**config.mk**
```make
export PLATFORM = sky130hd
export DESIGN_NAME = combo_lock_param
export DESIGN_NICKNAME = d
export VERILOG_FILES = /design/src/rtl/combo_lock_pkg.sv /design/src/rtl/seg7_decode.sv /design/src/rtl/combo_lock_param.sv
export SDC_FILE = /design/constraint.sdc
export NUM_CORES = 1
export LEC_CHECK = 0
export BUFFER_PORTS_ARGS = -buffer_cell sky130_fd_sc_hd__buf_4
export CAP_MARGIN = 20
export CORE_MARGIN = 10
export CORE_UTILIZATION = 41
export DETAILED_ROUTE_END_ITERATION = 8
export GPL_TIMING_DRIVEN = 0
export PLACE_DENSITY = 0.71
export SLEW_MARGIN = 20
export SYNTH_ARGS = -nofsm -noshare
export SYNTH_HDL_FRONTEND = slang
export SYNTH_HIERARCHICAL = 1
export SYNTH_SLANG_ARGS = --single-unit
```
**constraint.sdc**
```tcl
create_clock -name clk -period 2.8 [get_ports clk]
set_input_delay 0.42 -clock clk [delete_from_list [all_inputs] [get_ports clk]]
set_output_delay 0.42 -clock clk [all_outputs]
set_load 0.05 [all_outputs]
```
**src/rtl/combo_lock_pkg.sv**
```systemverilog
// rtl/combo_lock_pkg.sv - shared state type and active-low 7-segment glyphs (bit 6 = g .. bit 0 = a)
package combo_lock_pkg;

  typedef enum logic [2:0] {ENTRY, CLOSED, OPEN, PROG, LOCKOUT} lock_state_t;

  localparam logic [6:0] SEG_0    = 7'h40;
  localparam logic [6:0] SEG_1    = 7'h79;
  localparam logic [6:0] SEG_2    = 7'h24;
  localparam logic [6:0] SEG_3    = 7'h30;
  localparam logic [6:0] SEG_4    = 7'h19;
  localparam logic [6:0] SEG_5    = 7'h12;
  localparam logic [6:0] SEG_6    = 7'h02;
  localparam logic [6:0] SEG_7    = 7'h78;
  localparam logic [6:0] SEG_8    = 7'h00;
  localparam logic [6:0] SEG_9    = 7'h10;
  localparam logic [6:0] SEG_O    = 7'h40;
  localparam logic [6:0] SEG_C    = 7'h46;
  localparam logic [6:0] SEG_E    = 7'h06;
  localparam logic [6:0] SEG_R    = 7'h2F;
  localparam logic [6:0] SEG_P    = 7'h0C;
  localparam logic [6:0] SEG_N    = 7'h2B;
  localparam logic [6:0] SEG_L    = 7'h47;
  localparam logic [6:0] SEG_S    = 7'h12;
  localparam logic [6:0] SEG_D    = 7'h21;
  localparam logic [6:0] SEG_DASH = 7'h3F;
  localparam logic [6:0] SEG_OFF  = 7'h7F;

endpackage

```
**src/rtl/seg7_decode.sv**
```systemverilog
// rtl/seg7_decode.sv - BCD digit to active-low 7-segment pattern; non-BCD codes blank
module seg7_decode
  import combo_lock_pkg::*;
(
  input  logic [3:0] bcd,
  output logic [6:0] seg
);

  always_comb begin
    seg = SEG_OFF;
    case (bcd)
      4'd0: seg = SEG_0;
      4'd1: seg = SEG_1;
      4'd2: seg = SEG_2;
      4'd3: seg = SEG_3;
      4'd4: seg = SEG_4;
      4'd5: seg = SEG_5;
      4'd6: seg = SEG_6;
      4'd7: seg = SEG_7;
      4'd8: seg = SEG_8;
      4'd9: seg = SEG_9;
      default: seg = SEG_OFF;
    endcase
  end

endmodule

```
**src/rtl/combo_lock_param.sv**
```systemverilog
// rtl/combo_lock_param.sv - parametrised digit-sequence lock with reprogrammable code and failed-attempt lockout
module combo_lock_param
  import combo_lock_pkg::*;
#(
  parameter int          DIGITS         = 6,
  parameter logic [31:0] DEFAULT_CODE   = 32'h00722297,
  parameter int          MAX_TRIES      = 3,
  parameter int          LOCKOUT_CYCLES = 16
) (
  input  logic       clk,
  input  logic       reset,
  input  logic       digit_valid,
  input  logic [3:0] digit,
  input  logic       prog_req,
  input  logic       relock,
  output logic [6:0] hex0,
  output logic [6:0] hex1,
  output logic [6:0] hex2,
  output logic [6:0] hex3,
  output logic [6:0] hex4,
  output logic [6:0] hex5,
  output logic       is_open,
  output logic       locked_out,
  output logic [3:0] fails
);

  localparam int              CB        = 4 * DIGITS;
  localparam int              CW        = (LOCKOUT_CYCLES > 1) ? $clog2(LOCKOUT_CYCLES) : 1;
  localparam logic [3:0]      LAST      = 4'(DIGITS - 1);
  localparam logic [3:0]      MAXF      = 4'(MAX_TRIES);
  localparam logic [CW-1:0]   LO_INIT   = CW'(LOCKOUT_CYCLES - 1);
  localparam logic [CB-1:0]   CODE_INIT = DEFAULT_CODE[CB-1:0];

  lock_state_t   state;
  logic [3:0]    idx;
  logic          mismatch;
  logic [CB-1:0] code;
  logic [CB-1:0] shadow;
  logic [CW-1:0] lo_cnt;

  logic          legal;
  logic [3:0]    cmp_idx;
  logic [3:0]    cur_nib;
  logic          att_last;
  logic          att_bad;
  logic [3:0]    widx;
  logic          prog_last;
  logic [CB-1:0] shadow_next;
  logic [6:0]    digit_seg;

  // Digit 1 is the most significant used nibble, so index k maps to nibble DIGITS-1-k.
  function automatic logic [3:0] nib_at(input logic [CB-1:0] c, input logic [3:0] i);
    nib_at = 4'd0;
    for (int k = 0; k < DIGITS; k++)
      if (i == 4'(k)) nib_at = c[4*(DIGITS-1-k) +: 4];
  endfunction

  always_comb begin
    legal       = digit_valid && (digit <= 4'd9);
    cmp_idx     = (state == CLOSED) ? 4'd0 : idx;
    cur_nib     = nib_at(code, cmp_idx);
    att_last    = legal && ((state == ENTRY && idx == LAST) || (state == CLOSED && DIGITS == 1));
    att_bad     = (state == ENTRY && mismatch) || (digit != cur_nib);
    widx        = (state == OPEN) ? 4'd0 : idx;
    prog_last   = (widx == LAST);
    shadow_next = shadow;
    for (int k = 0; k < DIGITS; k++)
      if (widx == 4'(k)) shadow_next[4*(DIGITS-1-k) +: 4] = digit;
  end

  always_ff @(posedge clk) begin
    if (reset) begin
      state      <= ENTRY;
      idx        <= 4'd0;
      mismatch   <= 1'b0;
      fails      <= 4'd0;
      code       <= CODE_INIT;
      shadow     <= '0;
      lo_cnt     <= '0;
      is_open    <= 1'b0;
      locked_out <= 1'b0;
    end else begin
      case (state)
        ENTRY, CLOSED: begin
          if (att_last) begin
            idx      <= 4'd0;
            mismatch <= 1'b0;
            if (!att_bad) begin
              state   <= OPEN;
              fails   <= 4'd0;
              is_open <= 1'b1;
            end else if (fails + 4'd1 == MAXF) begin
              state      <= LOCKOUT;
              lo_cnt     <= LO_INIT;
              fails      <= MAXF;
              locked_out <= 1'b1;
            end else begin
              state <= CLOSED;
              fails <= fails + 4'd1;
            end
          end else if (legal) begin
            // From CLOSED idx is 0, so this also starts a fresh attempt at idx=1.
            state    <= ENTRY;
            idx      <= idx + 4'd1;
            mismatch <= att_bad;
          end
        end
        OPEN: begin
          if (relock) begin
            state   <= ENTRY;
            is_open <= 1'b0;
          end else if (legal && prog_req) begin
            shadow <= shadow_next;
            if (prog_last) begin
              code    <= shadow_next;
              state   <= ENTRY;
              idx     <= 4'd0;
              is_open <= 1'b0;
            end else begin
              state <= PROG;
              idx   <= 4'd1;
            end
          end
        end
        PROG: begin
          if (relock) begin
            state   <= ENTRY;
            idx     <= 4'd0;
            is_open <= 1'b0;
          end else if (legal) begin
            shadow <= shadow_next;
            if (prog_last) begin
              code    <= shadow_next;
              state   <= ENTRY;
              idx     <= 4'd0;
              is_open <= 1'b0;
            end else begin
              idx <= idx + 4'd1;
            end
          end
        end
        LOCKOUT: begin
          if (lo_cnt == '0) begin
            state      <= ENTRY;
            fails      <= 4'd0;
            locked_out <= 1'b0;
          end else begin
            lo_cnt <= lo_cnt - CW'(1);
          end
        end
        default: state <= ENTRY;
      endcase
    end
  end

  seg7_decode u_seg7 (
    .bcd (digit),
    .seg (digit_seg)
  );

  always_comb begin
    {hex5, hex4, hex3, hex2, hex1, hex0} = {6{SEG_OFF}};
    case (state)
      LOCKOUT: {hex5, hex4, hex3, hex2, hex1, hex0} = {6{SEG_DASH}};
      OPEN:    {hex3, hex2, hex1, hex0} = {SEG_O, SEG_P, SEG_E, SEG_N};
      CLOSED: begin
        if (digit > 4'd9) {hex4, hex3, hex2, hex1, hex0} = {SEG_E, SEG_R, SEG_R, SEG_O, SEG_R};
        else {hex5, hex4, hex3, hex2, hex1, hex0} = {SEG_C, SEG_L, SEG_O, SEG_S, SEG_E, SEG_D};
      end
      default: begin
        if (digit > 4'd9) {hex4, hex3, hex2, hex1, hex0} = {SEG_E, SEG_R, SEG_R, SEG_O, SEG_R};
        else hex0 = digit_seg;
        if (state == PROG) hex5 = SEG_P;
      end
    endcase
  end

endmodule

```
==> impl_metrics.py <==
metrics = {
    "grt": {
        "grt_pass1_wl_um": 17700,
        "grt_antenna_before_repair": 0,
        "grt_pass1_vias": 3573,
        "grt_start_max_net_pins": 12,
        "track_usage_pct": 15.1,
        "overflow": 0,
    },
    "route": {
        "drt_wl_total_um": 10600,
        "ant_nets": 0,
        "wire_per_inst_um": 15.3,
        "dr_total_vias": 3761,
        "drc": 0,
        "routed_via_density": 5.41,
        "drt-initial-drc-count": 267,
        "first_pass_iters": 5,
    },
    "critical_path": {
        "arrival_ps": 2940,
        "critPathMaxStageDelay_ps": 450,
        "worstPathCellList": "buf_4, nor3b_4, nor3_2, a22oi_1, mux2_4, a211o_4, o31a_1, o32ai_2",
        "critical-path-top-delay-family": "compound AO/OA/AOI/OAI gates",
        "worstPathMaxFanout": 10,
        "crit_type": "reg2reg",
        "cp-end-kind": "flop",
        "required_ps": 3070,
        "critPathBufInv": 1,
        "cp_slowest_cell": "nor3b_4",
        "critical_path.startpoint_type": "flop",
    },
    "synth": {
        "synthFlopType": "dfxtp_1",
        "netlist_top_cells_area": "dfxtp_1, mux2i_1, nand2_1",
        "yosysWarningCount": 6,
        "netlist.area_leader.share_pct": 32.0,
        "synthTopCellsByCount": "dfxtp_1, nand2_1, nor2_1, mux2i_1, a21oi_1",
        "ys_types": 62,
        "ys_ff_latch": 62,
        "yosysSeqAreaShare_pct": 32.0,
        "synth_edf_count": 0,
        "async_flop_share_pct": 0,
        "yosys.area.top_type": "dfxtp_1",
        "syn-instance-count": 492,
        "syn_area_per_cell_um2": 7.89,
        "yosysMostFrequentCell": "dfxtp_1",
        "synthesis.area_um2": 3880,
    },
    "final_layout": {
        "multi_input_comb_area_um2": 2260,
        "seqCellArea_um2": 1240,
        "fin_area_um2": 4680,
        "final_util_pct": 50.7,
        "syn_to_final_growth_pct": 20.6,
        "nFillCells": 890,
        "final_cells": 695,
        "antenna_cells": 0,
        "drive_above_1_share_pct": 23.5,
        "final_net_count": 580,
    },
    "sta": {
        "fmax_mhz": 375,
        "finalHoldViolations": 0,
        "fin_crit_sh_pct": 95.2,
        "setup_viol": 0,
        "fin_skew_ps": 13.6,
        "worstMarginPinSlew_ps": 771,
        "maxSlewViolCount": 0,
        "fin_crit_ps": 2670,
        "rsz0062_at_grt": "no",
        "relSlewSlack_pct": 48.2,
    },
    "clock_tree": {
        "cts.root.buffer_cell": "clkbuf_8",
        "cts_sinks": 62,
        "clk_pin_slew_ps": 70,
        "cts_hold_buf": 0,
        "numCtsBuffers": 9,
        "clk_latency_ps": 350,
        "cts.htree.levels": 3,
        "cts_tree": "yes",
        "clk_path_buf_depth": 2,
    },
    "pwr": {
        "p_leak_uw": 0.00194,
        "power_density_nw_per_um2": 521,
        "ir_drop_mv": 0.330,
    },
    "floorplan": {
        "die_y_um": 117,
        "num_io_pins": 57,
        "die_w_um": 117,
        "core_area_um2": 9240,
        "row_count": 35,
        "die-area_um2": 13800,
        "initial_core_util_pct": 42.0,
    },
    "placed_design": {
        "placedCellCount": 676,
        "gp_congestion": 0.986,
        "dpl_cell_area_um2": 4450,
        "dpl.hpwl_um": 8040,
        "portBuffers": 53,
    },
    "flow_run": {
        "drv_cap": 0,
    },
    "min_path": {
        "hold_path.class": "in2reg",
    },
    "outcome": {
        "outcome": "complete, no violations",
    },
}
[worst register-to-register path, delay by kind of cell (launching register included)]
| family | cells | cell delay, ps |
|---|---|---|
| compound gates | 4 | 1200 |
| simple gates | 2 | 560 |
| mux | 1 | 340 |
| flops | 1 | 320 |
| buf+inv | 1 | 160 |
[state kept, by name, summed over array words and instances, names as in the netlist]
name and count:
locked_out 1, idx 4, lo_cnt 4, code 24, state 3, is_open 1, shadow 20, mismatch 1
fails 4
[cells by family after synthesis]
kind of cell / share of synthesized area, %
other: 0.0966
flip-flops: 32.0
AND/OR/NAND/NOR: 23.7
AO/OA/AOI/OAI: 19.5
buffers and inverters: 10.8
XOR/XNOR: 1.58
adder cells (fa/ha/maj): 3.22
multiplexers: 9.15
[metrics by stage]
stage	setup WS (ps)	hold slack, ps	setup TNS, ps	power, uW
global route	14.5	372	0	2540
finish	134	378	0	2440
CTS	59.9	359	0	2440
global placement	-120	441	-1370	1720
floorplan	64.2	428	0	1520
detailed placement	-154	448	-2110	1730
[path summary, 6_finish.rpt]
path / startpoint / endpoint / slack (ps) / cells past startpoint
max reg2reg: state[0]$_SDFFE_PP0P_ / locked_out$_SDFFE_PP0P_ / 130 / 8
min: reset / locked_out$_SDFFE_PP0P_ / 380 / 3
max: state[0]$_SDFFE_PP0P_ / locked_out$_SDFFE_PP0P_ / 130 / 8
min reg2reg: shadow[14]$_SDFFE_PP0P_ / code[14]$_SDFFE_PP0P_ / 450 / 2
[power by group]
group	internal, uW	total, uW	switching (uW)
sequential	891	901	9.55
combinational	278	822	544
clock	348	717	369
total	1520	2440	923
[metal layers]
layer  GRT usage, %  part of all wire (%)  vias up
met5              0                     0        -
li1               -                     -     1822
met1           19.3                    45     1787
met2           24.1                    47      135
met4           6.18                   1.7        0
met3           2.93                   6.2       17
[cell usage in the layout (no fill, tap or decap), drive strengths merged, types with 2 or more instances in the layout]
| master | n |
|---|---|
| o21ai | 26 |
| nor2b | 5 |
| a21oi | 34 |
| or3 | 3 |
| clkinvlp | 2 |
| ha | 10 |
| xnor2 | 3 |
| clkinv | 2 |
| or2 | 4 |
| inv | 20 |
| a221oi | 2 |
| o21a | 5 |
| o31a | 2 |
| nand2b | 11 |
| nor3 | 9 |
| nand4 | 4 |
| dfxtp | 62 |
| and2 | 7 |
| nand2 | 57 |
| and3 | 4 |
| a21o | 3 |
| mux2i | 34 |
| clkbuf | 31 |
| nand3 | 3 |
| nor3b | 3 |
| a211o | 6 |
| a31o | 2 |
| xor2 | 4 |
| nand3b | 11 |
| nor2 | 57 |
| buf | 94 |
| a211oi | 13 |
| conb | 3 |
| a31oi | 11 |
[final cells by class]
class                           count  share of cell area, %
Multi-Input combinational cell    355                   48.2
Clock inverter                      4                  0.695
Tap cell                          129                   3.45
Buffer                             57                   7.46
Clock buffer                       12                   3.10
Sequential cell                    62                   26.5
Inverter                           20                   1.60
Timing Repair Buffer               56                   8.98
[repair_timing]
action / in CTS / in global routing
setup buffers: 0 / 3
pin swaps: 0 / 1
resized for setup: 2 / 10
endpoints found under the setup margin: 6 / 16
Power figures use the tool's default switching activity.
